## config.mk

```make
export PLATFORM = sky130hd
export DESIGN_NAME = sme_rng_bank_flat
export DESIGN_NICKNAME = d
export VERILOG_FILES = /design/src/rtl/sme_rng_bank_if.sv /design/src/rtl/sme_rng_bank.sv /design/src/flat_wrapper.sv
export SDC_FILE = /design/constraint.sdc
export NUM_CORES = 1
export LEC_CHECK = 0
export BUFFER_PORTS_ARGS = -buffer_cell sky130_fd_sc_hd__buf_2
export CAP_MARGIN = 20
export CORE_ASPECT_RATIO = 0.75
export CORE_MARGIN = 2
export CORE_UTILIZATION = 51
export DETAILED_ROUTE_END_ITERATION = 8
export PLACE_DENSITY = 0.86
export SYNTH_ARGS = -nofsm -noshare
export SYNTH_HDL_FRONTEND = slang
export SYNTH_SLANG_ARGS = --single-unit
```

## constraint.sdc

```tcl
create_clock -name g_clk -period 1.5 [get_ports g_clk]
set_input_delay 0.45 -clock g_clk [delete_from_list [all_inputs] [get_ports g_clk]]
set_output_delay 0.45 -clock g_clk [all_outputs]
set_load 0.03 [all_outputs]
```

## src/rtl/sme_rng_bank_if.sv

```systemverilog
// sme_rng_bank_if: seeding, take handshake and held randomness bank of
// sme_rng_bank. The consumer side (masked adder control) uses the master
// modport and the randomness bank uses the slave modport.
// W must equal N*G of the attached sme_rng_bank (192 at D=3, N=32).
interface sme_rng_bank_if #(
  parameter int W = 192
);
  logic          seed_en;   // load seed into generator state
  logic [31:0]   seed;      // new generator state (0 selects the built-in seed)
  logic          rng_take;  // transfer the full staging buffer to rng
  logic          rng_vld;   // staging buffer full, a take will succeed
  logic [W-1:0]  rng;       // held randomness bank
  logic          take_err;  // sticky: take requested while not valid

  modport master (
    output seed_en,
    output seed,
    output rng_take,
    input  rng_vld,
    input  rng,
    input  take_err
  );

  modport slave (
    input  seed_en,
    input  seed,
    input  rng_take,
    output rng_vld,
    output rng,
    output take_err
  );
endinterface

```

## src/rtl/sme_rng_bank.sv

```systemverilog
// sme_rng_bank: guard-randomness source for the masked (SME) datapath.
// A 32-bit xorshift generator fills a staging buffer one word per cycle; a
// take copies the full buffer into a held output bank that stays stable for
// the consumer's whole multi-cycle operation.
// Build option: define SME_RNG_ZERO_EN to force the bank to all-zero on every
// successful take (unmasked functional / equivalence runs). Counter, valid,
// error and seeding behave the same in both builds.
module sme_rng_bank #(
  parameter int          D    = 3,
  parameter int          G    = D + D * (D - 1) / 2,
  parameter int          N    = 32,
  parameter logic [31:0] SEED = 32'h6A09E667
) (
  input  logic            g_clk,
  input  logic            g_resetn,
  sme_rng_bank_if.slave   bus
);

  localparam int W     = N * G;
  localparam int WORDS = W / 32;
  localparam int CW    = $clog2(WORDS + 1);

  // Fill state: FILL while words are still missing, FULL once the buffer
  // holds WORDS fresh words. The state register is the registered rng_vld.
  typedef enum logic {
    ST_FILL = 1'b0,
    ST_FULL = 1'b1
  } state_e;

  state_e          st_q, st_d;
  logic [31:0]     x_q, x_d;
  logic [CW-1:0]   cnt_q, cnt_d;
  logic [W-1:0]    rng_q, rng_d;
  logic            err_q, err_d;

  logic [31:0]     x1, x2, x3;
  logic [31:0]     seed_val;
  logic [W-1:0]    stage_flat;
  logic            step_en;
  logic            take_ok;
  logic            take_bad;
  logic            last_word;

  // A zero seed would lock the generator at zero forever, so it maps to SEED.
  assign seed_val = (bus.seed == 32'd0) ? SEED : bus.seed;

  // One xorshift step of the current state; shifts are logical, 32-bit.
  always_comb begin
    x1 = x_q ^ (x_q << 13);
    x2 = x1 ^ (x1 >> 17);
    x3 = x2 ^ (x2 << 5);
  end

  // The generator only advances while filling and not being reseeded, so a
  // full buffer stalls it and x holds.
  assign step_en   = (st_q == ST_FILL) && !bus.seed_en;
  assign take_ok   = bus.rng_take && (st_q == ST_FULL);
  assign take_bad  = bus.rng_take && (st_q != ST_FULL);
  assign last_word = (cnt_q == CW'(WORDS - 1));

  // Staging buffer: word gi captures the step output when the fill counter
  // points at it, so the first generated word lands at bits [31:0]. A reseed
  // simply restarts the counter; stale words are overwritten before the next
  // take can succeed.
  genvar gi;
  generate
    for (gi = 0; gi < WORDS; gi++) begin : g_word
      logic [31:0] word_q;

      // Capture the fresh word for this slot.
      always_ff @(posedge g_clk) begin
        if (!g_resetn) begin
          word_q <= 32'd0;
        end else if (step_en && (cnt_q == CW'(gi))) begin
          word_q <= x3;
        end
      end

      assign stage_flat[32*gi +: 32] = word_q;
    end
  endgenerate

  // Next-state logic for generator, counter, fill FSM, bank and error flag.
  always_comb begin
    st_d  = st_q;
    x_d   = x_q;
    cnt_d = cnt_q;
    rng_d = rng_q;
    err_d = err_q;

    // A valid take completes with the old buffer even when a reseed lands
    // in the same cycle; the reseed then restarts the fill below.
    if (take_ok) begin
`ifdef SME_RNG_ZERO_EN
      rng_d = '0;
`else
      rng_d = stage_flat;
`endif
    end

    if (take_bad) begin
      err_d = 1'b1;
    end

    if (bus.seed_en) begin
      x_d   = seed_val;
      cnt_d = '0;
      st_d  = ST_FILL;
    end else if (take_ok) begin
      cnt_d = '0;
      st_d  = ST_FILL;
    end else if (step_en) begin
      x_d   = x3;
      cnt_d = cnt_q + 1'b1;
      if (last_word) begin
        st_d = ST_FULL;
      end
    end
  end

  // State registers with synchronous active-low reset.
  always_ff @(posedge g_clk) begin
    if (!g_resetn) begin
      st_q  <= ST_FILL;
      x_q   <= SEED;
      cnt_q <= '0;
      rng_q <= '0;
      err_q <= 1'b0;
    end else begin
      st_q  <= st_d;
      x_q   <= x_d;
      cnt_q <= cnt_d;
      rng_q <= rng_d;
      err_q <= err_d;
    end
  end

  assign bus.rng_vld  = (st_q == ST_FULL);
  assign bus.rng      = rng_q;
  assign bus.take_err = err_q;

endmodule

```

## src/flat_wrapper.sv

```systemverilog
// flat-port wrapper written by rule: the top's interface ports become plain ports
module sme_rng_bank_flat 
#(
  parameter int          D    = 3,
  parameter int          G    = D + D * (D - 1) / 2,
  parameter int          N    = 32,
  parameter logic [31:0] SEED = 32'h6A09E667
)
  (g_clk, g_resetn, bus_seed_en, bus_seed, bus_rng_take, bus_rng_vld, bus_rng, bus_take_err);
  sme_rng_bank_if #(.W((192))) bus_i ();
  input  logic g_clk;
  input  logic g_resetn;
  input wire logic [$bits(bus_i.seed_en)-1:0] bus_seed_en;
  input wire logic [$bits(bus_i.seed)-1:0] bus_seed;
  input wire logic [$bits(bus_i.rng_take)-1:0] bus_rng_take;
  output wire logic [$bits(bus_i.rng_vld)-1:0] bus_rng_vld;
  output wire logic [$bits(bus_i.rng)-1:0] bus_rng;
  output wire logic [$bits(bus_i.take_err)-1:0] bus_take_err;
  assign bus_i.seed_en = bus_seed_en;
  assign bus_i.seed = bus_seed;
  assign bus_i.rng_take = bus_rng_take;
  assign bus_rng_vld = bus_i.rng_vld;
  assign bus_rng = bus_i.rng;
  assign bus_take_err = bus_i.take_err;
  sme_rng_bank #(.D(D), .G(G), .N(N), .SEED(SEED)) u_core (.g_clk(g_clk), .g_resetn(g_resetn), .bus(bus_i));
endmodule
```

==> impl_metrics.json <==
{
  "dp_cells": 2504,
  "grt_pass1_vias": 15200,
  "routed_via_density": 6.67,
  "hold_buffers": 0,
  "firstDrtPassIters": 9,
  "fp.dieW_um": 205,
  "hpwl_mm": 33.2,
  "core_area_mm2": 0.0300,
  "synth_ff_type": "dfxtp_1",
  "tns_ns": -28.19,
  "htreeDepth": 2,
  "worst_setup_path_end_kind": "flop",
  "grt_usage": 0.356,
  "synth_most_common_cell": "nand2_1",
  "drt_iter0_markers": 3147,
  "drive_gt1_frac": 0.485,
  "grt_max_degree": 59,
  "failed_checks": "design-rule violations, negative setup slack",
  "yosys_warnings": 0,
  "antenna_found_initial": 1,
  "clk_pin_slew_ns": 0.07,
  "worst_ep_required_time_ns": 1.91,
  "area_growth_pct": 61.9,
  "cap_violations": 0,
  "synthTopCellsByCount": "nand2_1 (525), dfxtp_1 (421), a21oi_1 (263)",
  "start_kind": "flop",
  "power_leakage_nw": 9.42,
  "seq_area_frac_synth": 0.545,
  "syn_inst": 1827,
  "synth_area_mm2": 0.0155,
  "min_path_cells": 3,
  "tritoncts": "done",
  "cts_sinks": 421,
  "hold_path.class": "input pin to flop",
  "fin_util": 0.834,
  "reg2reg_to": "u_core.g_word[1].word_q[25]",
  "timing.hold.ws_ns": 0.226,
  "power_mw": 53.7,
  "fin_cells": 2685,
  "start_util": 0.515,
  "num_io_pins": 230,
  "io_buffers": 229,
  "cp_max_fo": 5,
  "route.vias.total": 17900,
  "root_buffer": "clkbuf_16",
  "min_period_over_period": 1.27,
  "antenna_left": 0,
  "setup_violations": 363,
  "yosysTopAreaCell": "dfxtp_1",
  "fp.dieArea_mm2": 0.0317,
  "holdPathEnd": "u_core.x_q[19]",
  "p_per_area_mw_per_mm2": 2150,
  "max_freq_mhz": 524,
  "synth_top_area_share": 0.545,
  "wirelength_mm": 77.7,
  "synthTopCellsByArea": "dfxtp_1 (55%), nand2_1 (13%), a21oi_1 (8.5%), a211oi_1 (6.5%), nor2_1 (4.1%)",
  "clockBufferDepth": 3,
  "synth-async-reset-ratio": 0,
  "final_nets": 2300,
  "die-height_um": 155,
  "worst_pin_slew_ns": 0.459,
  "ff2ff_setup_slack_ns": -0.41,
  "reg2regPathDepth": 9,
  "syn_avg_cell_area_um2": 8.46,
  "std_cell_rows": 55,
  "min_period_ns": 1.91,
  "rsz0062_at_grt": "yes",
  "grt_pass1_wl_mm": 87.1,
  "syn-num-nets": 1868,
  "report.final.hold_viol_count": 0,
  "synth_cell_types": 42,
  "clock_skew_ns": 0.0228,
  "slew_viol_final": 0,
  "worst_slack_ns": -0.408,
  "status": "finished, violations left",
  "grt_overflow": 0,
  "drc": 2,
  "num-fill-cells": 1314,
  "ir_drop_v": 0.00225,
  "wire_per_inst_um": 28.9,
  "ys_ff_latch": 421,
  "cts_made_buffers": 39,
  "clkLatencyLatePin_ns": 0.55,
  "r2r-start": "u_core.cnt_q[1]",
  "synth_edf_count": 0,
  "worstSetupPathType": "flop to flop",
  "gp_congestion": 0.935,
  "relSlewSlack": 0.692,
  "holdCritStartpoint": "bus_seed[19]",
  "worstPathArrival_ns": 2.32
}
## how the worst max path moves through the flow
stage,startpoint,end,cells past startpoint
detailed placement,bus_seed_en,u_core.g_word[1].word_q[31],7
global placement,bus_seed_en,u_core.g_word[1].word_q[26],7
CTS,u_core.x_q[13],u_core.x_q[14],6
finish,u_core.cnt_q[1],u_core.g_word[1].word_q[25],9
global route,u_core.cnt_q[0],u_core.g_word[2].word_q[27],7
floorplan,u_core.x_q[18],u_core.x_q[6],5
## critical path, stage by stage (launching register included)
cell and delay, ns:
dfxtp_4 0.38, inv_6 0.08, ha_4 0.15, nand2_4 0.08, nor3_4 0.20, buf_6 0.16
buf_8 0.14, buf_12 0.14, nor2_2 0.05, a211oi_2 0.37
## report_power, final
part	internal [mW]	total (mW)	switching (mW)	leakage [nW]
Sequential	12.0	13.1	1.03	3.51
Clock	5.37	10.1	4.70	0.600
Combinational	12.7	30.6	17.9	5.32
## cells by family (layout without fill, tap and decap cells)
group | Yosys count | in the layout | share of synthesized area
compound gates | 444 | 444 | 0.169
fa+ha+maj | 5 | 5 | 0.00405
simple gates | 729 | 729 | 0.182
flops | 421 | 421 | 0.545
mux | 11 | 11 | 0.00712
buf+inv | 150 | 608 | 0.0387
other cells | 0 | 1 | 0
xor+xnor | 67 | 67 | 0.0541
## metal layers
layer	routed length, um	vias up	GRT usage
li1	-	6963	-
met4	7740	2	0.170
met3	11500	712	0.0855
met5	72	-	0
met2	32900	1920	0.570
met1	25500	8302	0.452
## repair_timing
action,CTS,global route
buffers inserted,44,41
cloned,18,26
setup endpoints to repair,402,519
resized for setup,617,490
pin swaps,75,108
## layout make-up
type / count / area [um^2] / area share
Sequential cell: 421 / 8730 / 0.349
Clock buffer: 52 / 1100 / 0.0438
Clock inverter: 15 / 134 / 0.00535
Multi-Input combinational cell: 1256 / 8270 / 0.331
Tap cell: 399 / 499 / 0.0199
Antenna cell: 1 / 2.50 / 0.000100
Timing Repair Buffer: 535 / 6260 / 0.250
Inverter: 6 / 37.5 / 0.00150
## cell usage in the layout (no fill, tap or decap), types with 6 or more instances in the layout
| master | n |
|---|---|
| a211oi_1 | 31 |
| a211oi_2 | 97 |
| a21oi_1 | 206 |
| a21oi_2 | 57 |
| buf_12 | 45 |
| buf_16 | 18 |
| buf_2 | 35 |
| buf_4 | 156 |
| buf_6 | 247 |
| buf_8 | 10 |
| clkbuf_1 | 7 |
| clkbuf_16 | 63 |
| clkinv_2 | 6 |
| dfxtp_1 | 222 |
| dfxtp_2 | 176 |
| dfxtp_4 | 23 |
| mux2i_1 | 11 |
| nand2_1 | 486 |
| nand2_2 | 19 |
| nand2_4 | 19 |
| nand3_1 | 12 |
| nor2_1 | 129 |
| nor2_2 | 17 |
| nor2_4 | 22 |
| nor4_1 | 10 |
| o21ai_0 | 11 |
| o21ai_1 | 12 |
| o21ai_2 | 6 |
| o22ai_1 | 7 |
| xnor2_1 | 6 |
| xnor2_2 | 16 |
| xnor2_4 | 20 |
| xor2_2 | 6 |
## flip-flops by register name, summed over array words and instances (netlist names)
name / flops
u_core.bus.rng_vld: 1
u_core.cnt_q: 3
u_core.g_word.word_q: 192
u_core.bus.rng: 192
u_core.bus.take_err: 1
u_core.x_q: 32
## through the flow
| step | setup WS [ns] | cell area [um^2] |
|---|---|---|
| 2_1_floorplan | -0.0572 | 15600 |
| 4_1_cts | -0.147 | 22500 |
| 6_report | -0.408 | 25000 |
| 5_1_grt | -0.578 | 25000 |
| 3_5_place_dp | -0.315 | 18500 |
| 3_3_place_gp | -0.261 | 18500 |
No activity file was read; power rests on OpenSTA's default activity.
